--- src/rtl/moore_1100_detector_if.sv ---
// rtl/moore_1100_detector_if.sv - serial bit in, detect flag and debug state/count out
interface moore_1100_detector_if #(
  parameter int CNT_W = 8
);
  logic             in;
  logic             z;
  logic [2:0]       state_o;
  logic [CNT_W-1:0] match_count;

  modport master (
    output in,
    input  z,
    input  state_o,
    input  match_count
  );

  modport slave (
    input  in,
    output z,
    output state_o,
    output match_count
  );
endinterface

--- src/rtl/moore_1100_detector.sv ---
// rtl/moore_1100_detector.sv - Moore FSM detecting serial 1100 with saturating match counter
module moore_1100_detector #(
  parameter int CNT_W = 8
) (
  input  logic                  clk,
  input  logic                  reset,
  moore_1100_detector_if.slave  det
);

  typedef enum logic [2:0] {
    S0 = 3'b000,
    S1 = 3'b001,
    S2 = 3'b010,
    S3 = 3'b011,
    S4 = 3'b100
  } state_t;

  localparam logic [CNT_W-1:0] CNT_MAX = '1;

  state_t           state_q;
  state_t           state_d;
  logic [CNT_W-1:0] count_q;
  logic [CNT_W-1:0] count_d;

  always_ff @(posedge clk or negedge reset) begin
    if (!reset) begin
      state_q <= S0;
      count_q <= '0;
    end else begin
      state_q <= state_d;
      count_q <= count_d;
    end
  end

  // 1100 has no self-overlap, so S4 restarts as if from S0.
  always_comb begin
    state_d = S0;
    case (state_q)
      S0:      state_d = det.in ? S1 : S0;
      S1:      state_d = det.in ? S2 : S0;
      S2:      state_d = det.in ? S2 : S3;
      S3:      state_d = det.in ? S1 : S4;
      S4:      state_d = det.in ? S1 : S0;
      default: state_d = S0;
    endcase
  end

  // Count on entry to S4 so the count moves on the same edge z rises.
  always_comb begin
    count_d = count_q;
    if ((state_d == S4) && (count_q != CNT_MAX)) begin
      count_d = count_q + CNT_W'(1);
    end
  end

  always_comb begin
    det.z = 1'b0;
    case (state_q)
      S4:      det.z = 1'b1;
      default: det.z = 1'b0;
    endcase
  end

  assign det.state_o     = state_q;
  assign det.match_count = count_q;

endmodule

--- src/flat_wrapper.sv ---
// flat-port wrapper written by rule: the top's interface ports become plain ports
module moore_1100_detector_flat 
#(
  parameter int CNT_W = 8
)
  (clk, reset, det_in, det_z, det_state_o, det_match_count);
  moore_1100_detector_if #(.CNT_W(CNT_W)) det_i ();
  input  logic clk;
  input  logic reset;
  input wire logic [$bits(det_i.in)-1:0] det_in;
  output wire logic [$bits(det_i.z)-1:0] det_z;
  output wire logic [$bits(det_i.state_o)-1:0] det_state_o;
  output wire logic [$bits(det_i.match_count)-1:0] det_match_count;
  assign det_i.in = det_in;
  assign det_z = det_i.z;
  assign det_state_o = det_i.state_o;
  assign det_match_count = det_i.match_count;
  moore_1100_detector #(.CNT_W(CNT_W)) u_core (.clk(clk), .reset(reset), .det(det_i));
endmodule
--- config.mk ---
export PLATFORM = sky130hd
export DESIGN_NAME = moore_1100_detector_flat
export DESIGN_NICKNAME = d
export VERILOG_FILES = /design/src/rtl/moore_1100_detector_if.sv /design/src/rtl/moore_1100_detector.sv /design/src/flat_wrapper.sv
export SDC_FILE = /design/constraint.sdc
export NUM_CORES = 1
export LEC_CHECK = 0
export ABC_AREA = 1
export CAP_MARGIN = 20
export CORE_AREA = 2 2 39 41
export CTS_CLUSTER_DIAMETER = 200
export CTS_CLUSTER_SIZE = 25
export DETAILED_ROUTE_END_ITERATION = 7
export DIE_AREA = 0 0 41 43
export PLACE_DENSITY = 0.76
export SYNTH_ARGS = -nofsm -noshare
export SYNTH_HDL_FRONTEND = slang
export SYNTH_SLANG_ARGS = --single-unit
--- constraint.sdc ---
create_clock -name clk -period 2.2 [get_ports clk]
set_clock_uncertainty 0.15 [all_clocks]
set_input_delay 0.44 -clock clk [delete_from_list [all_inputs] [get_ports clk]]
set_output_delay 0.44 -clock clk [all_outputs]
set_load 0.05 [all_outputs]
==> flow_summary_export.csv <==
group,metric,value,unit
clocking,cts_max_level,1,
logic_synthesis,yosysUniqueCellTypes,17,
job,drv_cap,0,
grt,gr-usage-met3,3.14,%
setup_path,path_delay_family,"buffers and inverters",
setup_path,crit_type,"flip-flop to primary output",
cells_and_area,fin_area,788,um2
setup_path,end_kind,"primary output",
power_and_ir_drop,power.density,1170,nW/um2
die,fp.dieH,43,um
logic_synthesis,ys_top_cells_by_area,"dfrtp_1 45%, nand2_1 20%, inv_1 5.6%",
die,start_util,43.9,%
outcome,status,"completed",
detailed_routing,first_iter_violations,5,
grt,grtUsageMet1,20.4,%
detailed_routing,drt-total-wl,1190,um
setup_path,slowest_delay,840,ps
power_and_ir_drop,p_sw_share,48.5,%
power_and_ir_drop,p_int,0.476,mW
setup_path,cp.arrival,1550,ps
place,gp_congestion,0.779,
logic_synthesis,synth_top_area_cell,"dfrtp_1",
setup_path,r2r_slack,730,ps
setup_path,cp-start-kind,"flip-flop",
place,postPlaceCellArea,762,um2
logic_synthesis,yosys.area.top_type_share,45.4,%
grt,grt_usage,17.5,%
cells_and_area,drive_gt1_share,12.1,%
detailed_routing,via_per_inst,4.74,
grt,grt_start_max_net_pins,12,
setup_path,critPathSlowestCell,"clkdlybuf4s50_1",
logic_synthesis,avgSynthCellArea,7.49,um2
cells_and_area,area_growth,29.9,%
place,io_buffers,14,
detailed_routing,postRouteAntennaNets,0,
logic_synthesis,syn_area,607,um2
clocking,cts_buffer_depth,2,
clocking,cts_tree,"built",
detailed_routing,drcViolationCount,0,
setup_path,r2r_cells,8,
sta,setup_viol,0,
logic_synthesis,synth_compound_area_share,2.06,%
setup_path,reg2reg_from,"u_core.det.match_count[0]",
clocking,insertion_delay,270,ps
logic_synthesis,synth_mux_area_share,0,%
sta,slew_headroom,66.9,%
setup_path,required,1610,ps
grt,grt_antenna_before_repair,0,
clocking,hold_buffers,0,
die,io_pins,15,
power_and_ir_drop,p_clk_share,15.3,%
setup_path,r2r-end,"u_core.det.match_count[7]",
sta,finalSetupTns,0,ps
hold_path,whs_endpoint,"u_core.det.state_o[1]",
die,rows,14,
logic_synthesis,synth_top_family_by_area,"simple AND/OR/NAND/NOR gates",
sta,hold_viol,0,
logic_synthesis,synth_nets,85,
power_and_ir_drop,p_comb_share,50.5,%
sta,slew_violations,0,
power_and_ir_drop,p_switching,0.448,mW
power_and_ir_drop,max-vdd-ir-drop,777,uV
grt,busiest_layer,"met2",
cells_and_area,diodes,0,
cells_and_area,final_util,57.0,%
sta,final.period_utilization,97.4,%
clocking,cts_sinks,11,
grt,grt_pass1_wl,2030,um
logic_synthesis,synth-xor-area-share,4.33,%
setup_path,cp_max_fo,6,
die,fp.dieW,41,um
logic_synthesis,ys_warn_count,0,
die,die_area,1760,um2
sta,fmax,0.467,GHz
power_and_ir_drop,finalPower,0.924,mW
power_and_ir_drop,pwr-share-seq,34.2,%
sta,rsz0062_at_grt,"no",
setup_path,worstPathCellList,"clkdlybuf4s50_1",
detailed_routing,firstDrtPassIters,4,
setup_path,path_buf_inv,1,
clocking,clk_pin_slew_worst_paths,70,ps
clocking,cts-resized-gates,0,
clocking,root_buffer,"clkbuf_4",
grt,first_global_vias,520,
cells_and_area,nets,104,
logic_synthesis,syn_inst,81,
hold_path,min_path_type,"flip-flop to flip-flop",
logic_synthesis,ys_ff_latch,11,
hold_path,worstHoldPathCells,1,
sta,hold_ws,302,ps
hold_path,min_from,"u_core.det.state_o[2]",
sta,layout_min_cycle_time,2140,ps
detailed_routing,post_drt_wl_per_cell,10.3,um
detailed_routing,vias,545,
logic_synthesis,synth-simple-area-share,39.6,%
grt,grt.overflow.total,0,
logic_synthesis,synth_adder_area_share,2.06,%
die,core,1380,um2
grt,grt.met2_usage,27.2,%
place,dpl.hpwl,926,um
logic_synthesis,ys_seq_area_share,45.4,%
clocking,cts_inserted_buffers,3,
sta,tightest_slew,495,ps
power_and_ir_drop,p_leak,0.369,nW
clocking,post-cts-setup-buffer-count,0,
placed cells by master (no fill, tap or decap), drive strengths merged, types with 2 or more instances in the layout:
cell type	count
clkbuf	4
dfrtp	11
nand4	2
clkdlybuf4s50	12
nand2	36
nand3	5
nor2	10
inv	10
buf	2
xnor2	2
cell type report:
class	instances	area, um2
sequential	11	275
fill	132	596
clock buffer	4	26.3
tap	16	20.0
timing repair buffer	14	135
inverter	10	40.0
multi-input combinational	60	292
how the worst max path moves through the flow:
| stage | start | endpoint | slack, ps | depth (start not counted) |
|---|---|---|---|---|
| global placement | u_core.det.match_count[2] | det_match_count[2] | 370 | 1 |
| global route | u_core.det.match_count[3] | det_match_count[3] | 10 | 1 |
| detailed placement | u_core.det.match_count[2] | det_match_count[2] | 360 | 1 |
| CTS | u_core.det.match_count[3] | det_match_count[3] | 50 | 1 |
| floorplan | u_core.det.state_o[0] | det_z | 130 | 3 |
| finish | u_core.det.match_count[3] | det_match_count[3] | 60 | 1 |
power by group through the flow:
stage / Clock (mW) / Combinational [mW] / Sequential [mW]
floorplan: 0 / 0.155 / 0.488
global placement: 0 / 0.464 / 0.317
detailed placement: 0 / 0.470 / 0.319
CTS: 0.143 / 0.472 / 0.317
global route: 0.153 / 0.502 / 0.327
finish: 0.141 / 0.467 / 0.316
synthesized netlist by cell type:
| library cell | count |
|---|---|
| dfrtp_1 | 11 |
| ha_1 | 1 |
| inv_1 | 9 |
| inv_4 | 1 |
| nand2_1 | 33 |
| nand2_2 | 2 |
| nand2_4 | 1 |
| nand3_1 | 5 |
| nand4_1 | 2 |
| nor2_1 | 7 |
| nor2_2 | 2 |
| nor2_4 | 1 |
| nor3_1 | 1 |
| o21ai_1 | 1 |
| o31ai_1 | 1 |
| xnor2_1 | 2 |
| xor2_1 | 1 |
layer usage:
| layer | share of wire (%) | up-vias |
|---|---|---|
| met5 | 0 | - |
| li1 | - | 284 |
| met1 | 41 | 243 |
| met2 | 50 | 13 |
| met4 | 3.4 | 0 |
| met3 | 4.9 | 5 |
sequential cells by signal (all words and copies together), names as in the netlist:
signal                  cells
u_core.det.match_count      8
u_core.det.state_o          3
cells by family after synthesis:
kind of cell    count (synthesis)
simple gates                   54
flops                          11
buf+inv                        10
xor+xnor                        3
compound gates                  2
fa+ha+maj                       1
through the flow:
stage / setup WS, ps / instances
4_1_cts: 47.3 / 115
2_1_floorplan: 135 / 81
5_1_grt: 12.3 / 115
3_5_place_dp: 359 / 111
6_report: 57.7 / 115
3_3_place_gp: 372 / 111
No activity file was read; power rests on OpenSTA's default activity.
==> patch 1, RTL diff (config.mk and constraints unchanged) <==
`CNT_W` is set to 8 in 3 places; all go to 10.
--- a/src/rtl/moore_1100_detector_if.sv
+++ b/src/rtl/moore_1100_detector_if.sv
@@ -1,6 +1,6 @@
 // rtl/moore_1100_detector_if.sv - serial bit in, detect flag and debug state/count out
 interface moore_1100_detector_if #(
-  parameter int CNT_W = 8
+  parameter int CNT_W = 10
 );
   logic             in;
   logic             z;
--- a/src/rtl/moore_1100_detector.sv
+++ b/src/rtl/moore_1100_detector.sv
@@ -1,6 +1,6 @@
 // rtl/moore_1100_detector.sv - Moore FSM detecting serial 1100 with saturating match counter
 module moore_1100_detector #(
-  parameter int CNT_W = 8
+  parameter int CNT_W = 10
 ) (
   input  logic                  clk,
   input  logic                  reset,
--- a/src/flat_wrapper.sv
+++ b/src/flat_wrapper.sv
@@ -1,7 +1,7 @@
 // flat-port wrapper written by rule: the top's interface ports become plain ports
 module moore_1100_detector_flat 
 #(
-  parameter int CNT_W = 8
+  parameter int CNT_W = 10
 )
   (clk, reset, det_in, det_z, det_state_o, det_match_count);
   moore_1100_detector_if #(.CNT_W(CNT_W)) det_i ();
Interface: changed (resized det_match_count); port bits go from 15 to 17. The function was not compared with the original's and may differ.
==> patch 1 against the unedited design <==
Highest routed layer unchanged; first-iteration DRC count up 60%; cell area rose by 16%; worst setup slack better by 0.0065 ns; total power grew 5.0%; synthesized cell count grew 21%; non-clock buffer count rose by 2; routed wire length is 21% higher; synthesized area is 19% higher; sequential cell count up 2.
==> patch 1: results <==
INSERT INTO impl_metrics (metric_group, metric, value, unit) VALUES
('final_layout', 'post_route_cells_drive_above_1_share', '8.547', '%'),
('detailed_routing', 'initialDrtViolationCount', '8', ''),
('place', 'preCtsSetupSlack', '0.1738', 'ns'),
('grt', 'grt_pass1_vias', '586', ''),
('place', 'place.port_buffers', '16', ''),
('grt', 'grt_pass1_wl', '2318', 'µm'),
('detailed_routing', 'post_drt_via_cell_ratio', '4.805', ''),
('final_layout', 'final_nets', '122', ''),
('run_status', 'outcome', 'completed', ''),
('worst_setup_path', 'critical_path_fanout_max', '5', ''),
('synth', 'synth_cell_type_count', '16', ''),
('grt', 'track_usage', '20.16', '%'),
('place', 'gp_congestion', '0.7955', ''),
('power_and_ir_drop', 'switch_pwr', '464.3', 'µW'),
('grt', 'grt_start_max_net_pins', '14', ''),
('clocking', 'worst_skew_pair.late_latency', '0.29', 'ns'),
('synth', 'yosys-top-cells-count', 'nand2_1 (46), dfrtp_1 (13), inv_1 (10)', ''),
('synth', 'synth.area.top_cells', 'dfrtp_1 (45%), nand2_1 (24%), inv_1 (5.2%)', ''),
('power_and_ir_drop', 'vdd.ir_drop.worst', '0.0006942', 'V'),
('place', 'place.detailed.hpwl', '1117', 'µm');
## patch 1: changes by cell type after synthesis, sizes merged
cell	before	now
nand3b	0	2
xnor2	2	3
nor3	1	2
buf	0	1
dfrtp	11	13
nand2	36	48
nor2	10	8
## patch 1: power groups by stage
stage	logic (mW)	clock network (mW)	registers (mW)
6_report	0.457	0.152	0.361
5_1_grt	0.495	0.167	0.372
4_1_cts	0.461	0.153	0.361
3_5_place_dp	0.461	0	0.366
3_3_place_gp	0.450	0	0.361
2_1_floorplan	0.153	0	0.531
## patch 1: cell type report
type / count / area [µm²]
sequential: 13 / 325.3
tap: 16 / 20.02
clock buffer: 4 / 26.28
inverter: 10 / 37.54
timing repair buffer: 16 / 155.1
multi-input combinational: 74 / 349.1
fill: 118 / 470.5
## patch 1: logic make-up (layout without fill, tap and decap cells)
family	Yosys count	after routing	share of synthesized area, %
adders and majority gates	1	1	1.730
and+or+nand+nor	67	67	39.45
DFF	13	13	44.98
xor gates and xnor gates	4	4	4.845
AOI/OAI and AO/OA	2	2	2.250
buffers and inverters	11	30	6.748
## patch 1: stage by stage
step,cells,utilization [%],cell area [µm²]
2_1_floorplan,98,-,723.2
3_3_place_gp,129,63.92,884.6
3_5_place_dp,129,63.92,884.6
6_report,133,66.00,913.4
5_1_grt,133,66.00,913.4
4_1_cts,133,65.82,910.9
## patch 1: worst paths after layout
kind                                           start                        end  slack, ns  cells past startpoint
setup / recovery           u_core.det.match_count[1]         det_match_count[1]       0.06                      1
hold / removal                 u_core.det.state_o[2]      u_core.det.state_o[1]       0.33                      1
setup reg to reg           u_core.det.match_count[0]  u_core.det.match_count[9]       0.33                      8
hold reg to reg                u_core.det.state_o[2]      u_core.det.state_o[1]       0.33                      1
max in group asynchronous                      reset      u_core.det.state_o[1]       1.16                      1
min in group asynchronous                      reset  u_core.det.match_count[3]       0.36                      1
## patch 1: layer usage
metal / vias up / global-route usage, % / share of wire (%)
li1: 341 / - / -
met2: 15 / 30.31 / 50
met3: 5 / 7.853 / 4.8
met4: 0 / 10.00 / 2.3
met5: - / 0 / 0
met1: 278 / 23.91 / 43
==> patch 2, RTL diff (config.mk and constraints unchanged) <==
Without the edit above. Reset style: synchronous (`reset`), changed in one clocked block.
--- a/src/rtl/moore_1100_detector.sv
+++ b/src/rtl/moore_1100_detector.sv
@@ -22,7 +22,7 @@
   logic [CNT_W-1:0] count_q;
   logic [CNT_W-1:0] count_d;
 
-  always_ff @(posedge clk or negedge reset) begin
+  always_ff @(posedge clk) begin
     if (!reset) begin
       state_q <= S0;
       count_q <= '0;
Check against the original RTL: differs if reset is asserted again (counterexample within 4 cycles, from zero or initial values and one cycle with reset low); with reset held inactive, the same outputs for 10 cycles.
==> patch 2 against the unedited design <==
Critical path depth did not move; global-route usage fell by 1.5 points; worst setup slack improved by 0.038 ns; sequential cell count did not move; synthesized area rose by 0.41%; routed wire length fell by 1.3%; cell area fell by 1.1%.
Power is not compared: it rests on default switching activity, and its combinational part moved more than twofold at a synthesized area within 25%.
==> patch 2: results <==
INSERT INTO impl_metrics (metric_group, metric, value, unit) VALUES
('grt', 'grt_pass1_vias', '475', ''),
('place', 'place.detailed.hpwl', '854', 'µm'),
('synth', 'synth_cell_type_count', '18', ''),
('synth', 'synth.area.top_cells', 'dfxtp_1 (36%), nand2_1 (15%), inv_1 (8.6%)', ''),
('grt', 'grt_pass1_wl', '1911', 'µm'),
('worst_setup_path', 'crit_arrival', '1.51', 'ns'),
('synth', 'postSynth.asyncResetShare', '0', '%'),
('detailed_routing', 'post_drt_via_cell_ratio', '4.672', ''),
('detailed_routing', 'initialDrtViolationCount', '8', ''),
('synth', 'post-synth-top-area-cell', 'dfxtp_1', ''),
('synth', 'syn-num-nets', '96', ''),
('worst_setup_path', 'critical_path_fanout_max', '5', ''),
('worst_setup_path', 'r2r-start', 'u_core.det.match_count[0]', ''),
('worst_setup_path', 'startpoint', 'u_core.det.match_count[3]', ''),
('grt', 'track_usage', '15.94', '%'),
('run_status', 'outcome', 'completed', ''),
('final_layout', 'nFillCells', '148', ''),
('grt', 'grt_start_max_net_pins', '13', ''),
('final_layout', 'post_route_cells_drive_above_1_share', '11.93', '%'),
('final_layout', 'final_nets', '114', '');
[patch 2: cell count changes after synthesis, moves of 4 or more]
cell     delta
dfxtp_1    +11
dfrtp_1    -11
inv_1       +5
nand2_1     -9
a21oi_1     +4
nor2_1      +5
[patch 2: worst min path at each step]
stage | cells after the start | slack, ns | start | endpoint
floorplan | 2 | 0.41 | reset | u_core.det.match_count[4]
global placement | 1 | 0.29 | u_core.det.state_o[2] | u_core.det.state_o[1]
detailed placement | 1 | 0.30 | u_core.det.state_o[2] | u_core.det.state_o[1]
CTS | 1 | 0.31 | u_core.det.state_o[2] | u_core.det.state_o[1]
global route | 1 | 0.34 | u_core.det.state_o[2] | u_core.det.state_o[1]
finish | 1 | 0.30 | u_core.det.state_o[2] | u_core.det.state_o[1]
[patch 2: kinds of logic after synthesis]
group,Yosys count,share of synthesized area [%]
buffers and inverters,16,12.32
AOI/OAI and AO/OA,7,6.366
DFF,11,36.14
adders and majority gates,1,2.053
and+or+nand+nor,57,43.12
[patch 2: metrics by stage]
step | instance area (µm²) | std cells | util [%] | setup WS (ns) | total power [mW]
floorplan | 609.3 | 92 | - | 0.1693 | 0.2484
global placement | 752.0 | 121 | 54.34 | 0.3518 | 0.2663
detailed placement | 752.0 | 121 | 54.34 | 0.3098 | 0.2667
CTS | 779.5 | 125 | 56.33 | 0.09184 | 0.4066
global route | 779.5 | 125 | 56.33 | 0.04674 | 0.4181
finish | 779.5 | 125 | 56.33 | 0.09538 | 0.3993
[patch 2: per-layer routing]
metal | track usage [%] | up-vias | part of all wire (%)
li1 | - | 328 | -
met1 | 20.92 | 242 | 52
met2 | 21.88 | 12 | 42
met3 | 6.283 | 2 | 4.9
met4 | 8.000 | 0 | 1.2
met5 | 0 | - | 0
[patch 2: cell type report]
type                            count  area (µm²)  share of cell area (%)
Multi-Input combinational cell     65       314.1                   40.29
Clock inverter                      1       5.005                  0.6421
Clock buffer                        3       22.52                   2.889
Inverter                           14       52.55                   6.742
Tap cell                           16       20.02                   2.568
Sequential cell                    11       220.2                   28.25
Timing Repair Buffer               15       145.1                   18.62
[patch 2: where the power goes]
group / leakage, nW / total (mW) / switching [mW] / internal [mW]
sequential: 0.0890 / 0.209 / 0.00519 / 0.203
clock: 0.0177 / 0.137 / 0.0698 / 0.0673
combinational: 0.217 / 0.0535 / 0.0343 / 0.0192
total: 0.324 / 0.399 / 0.109 / 0.290
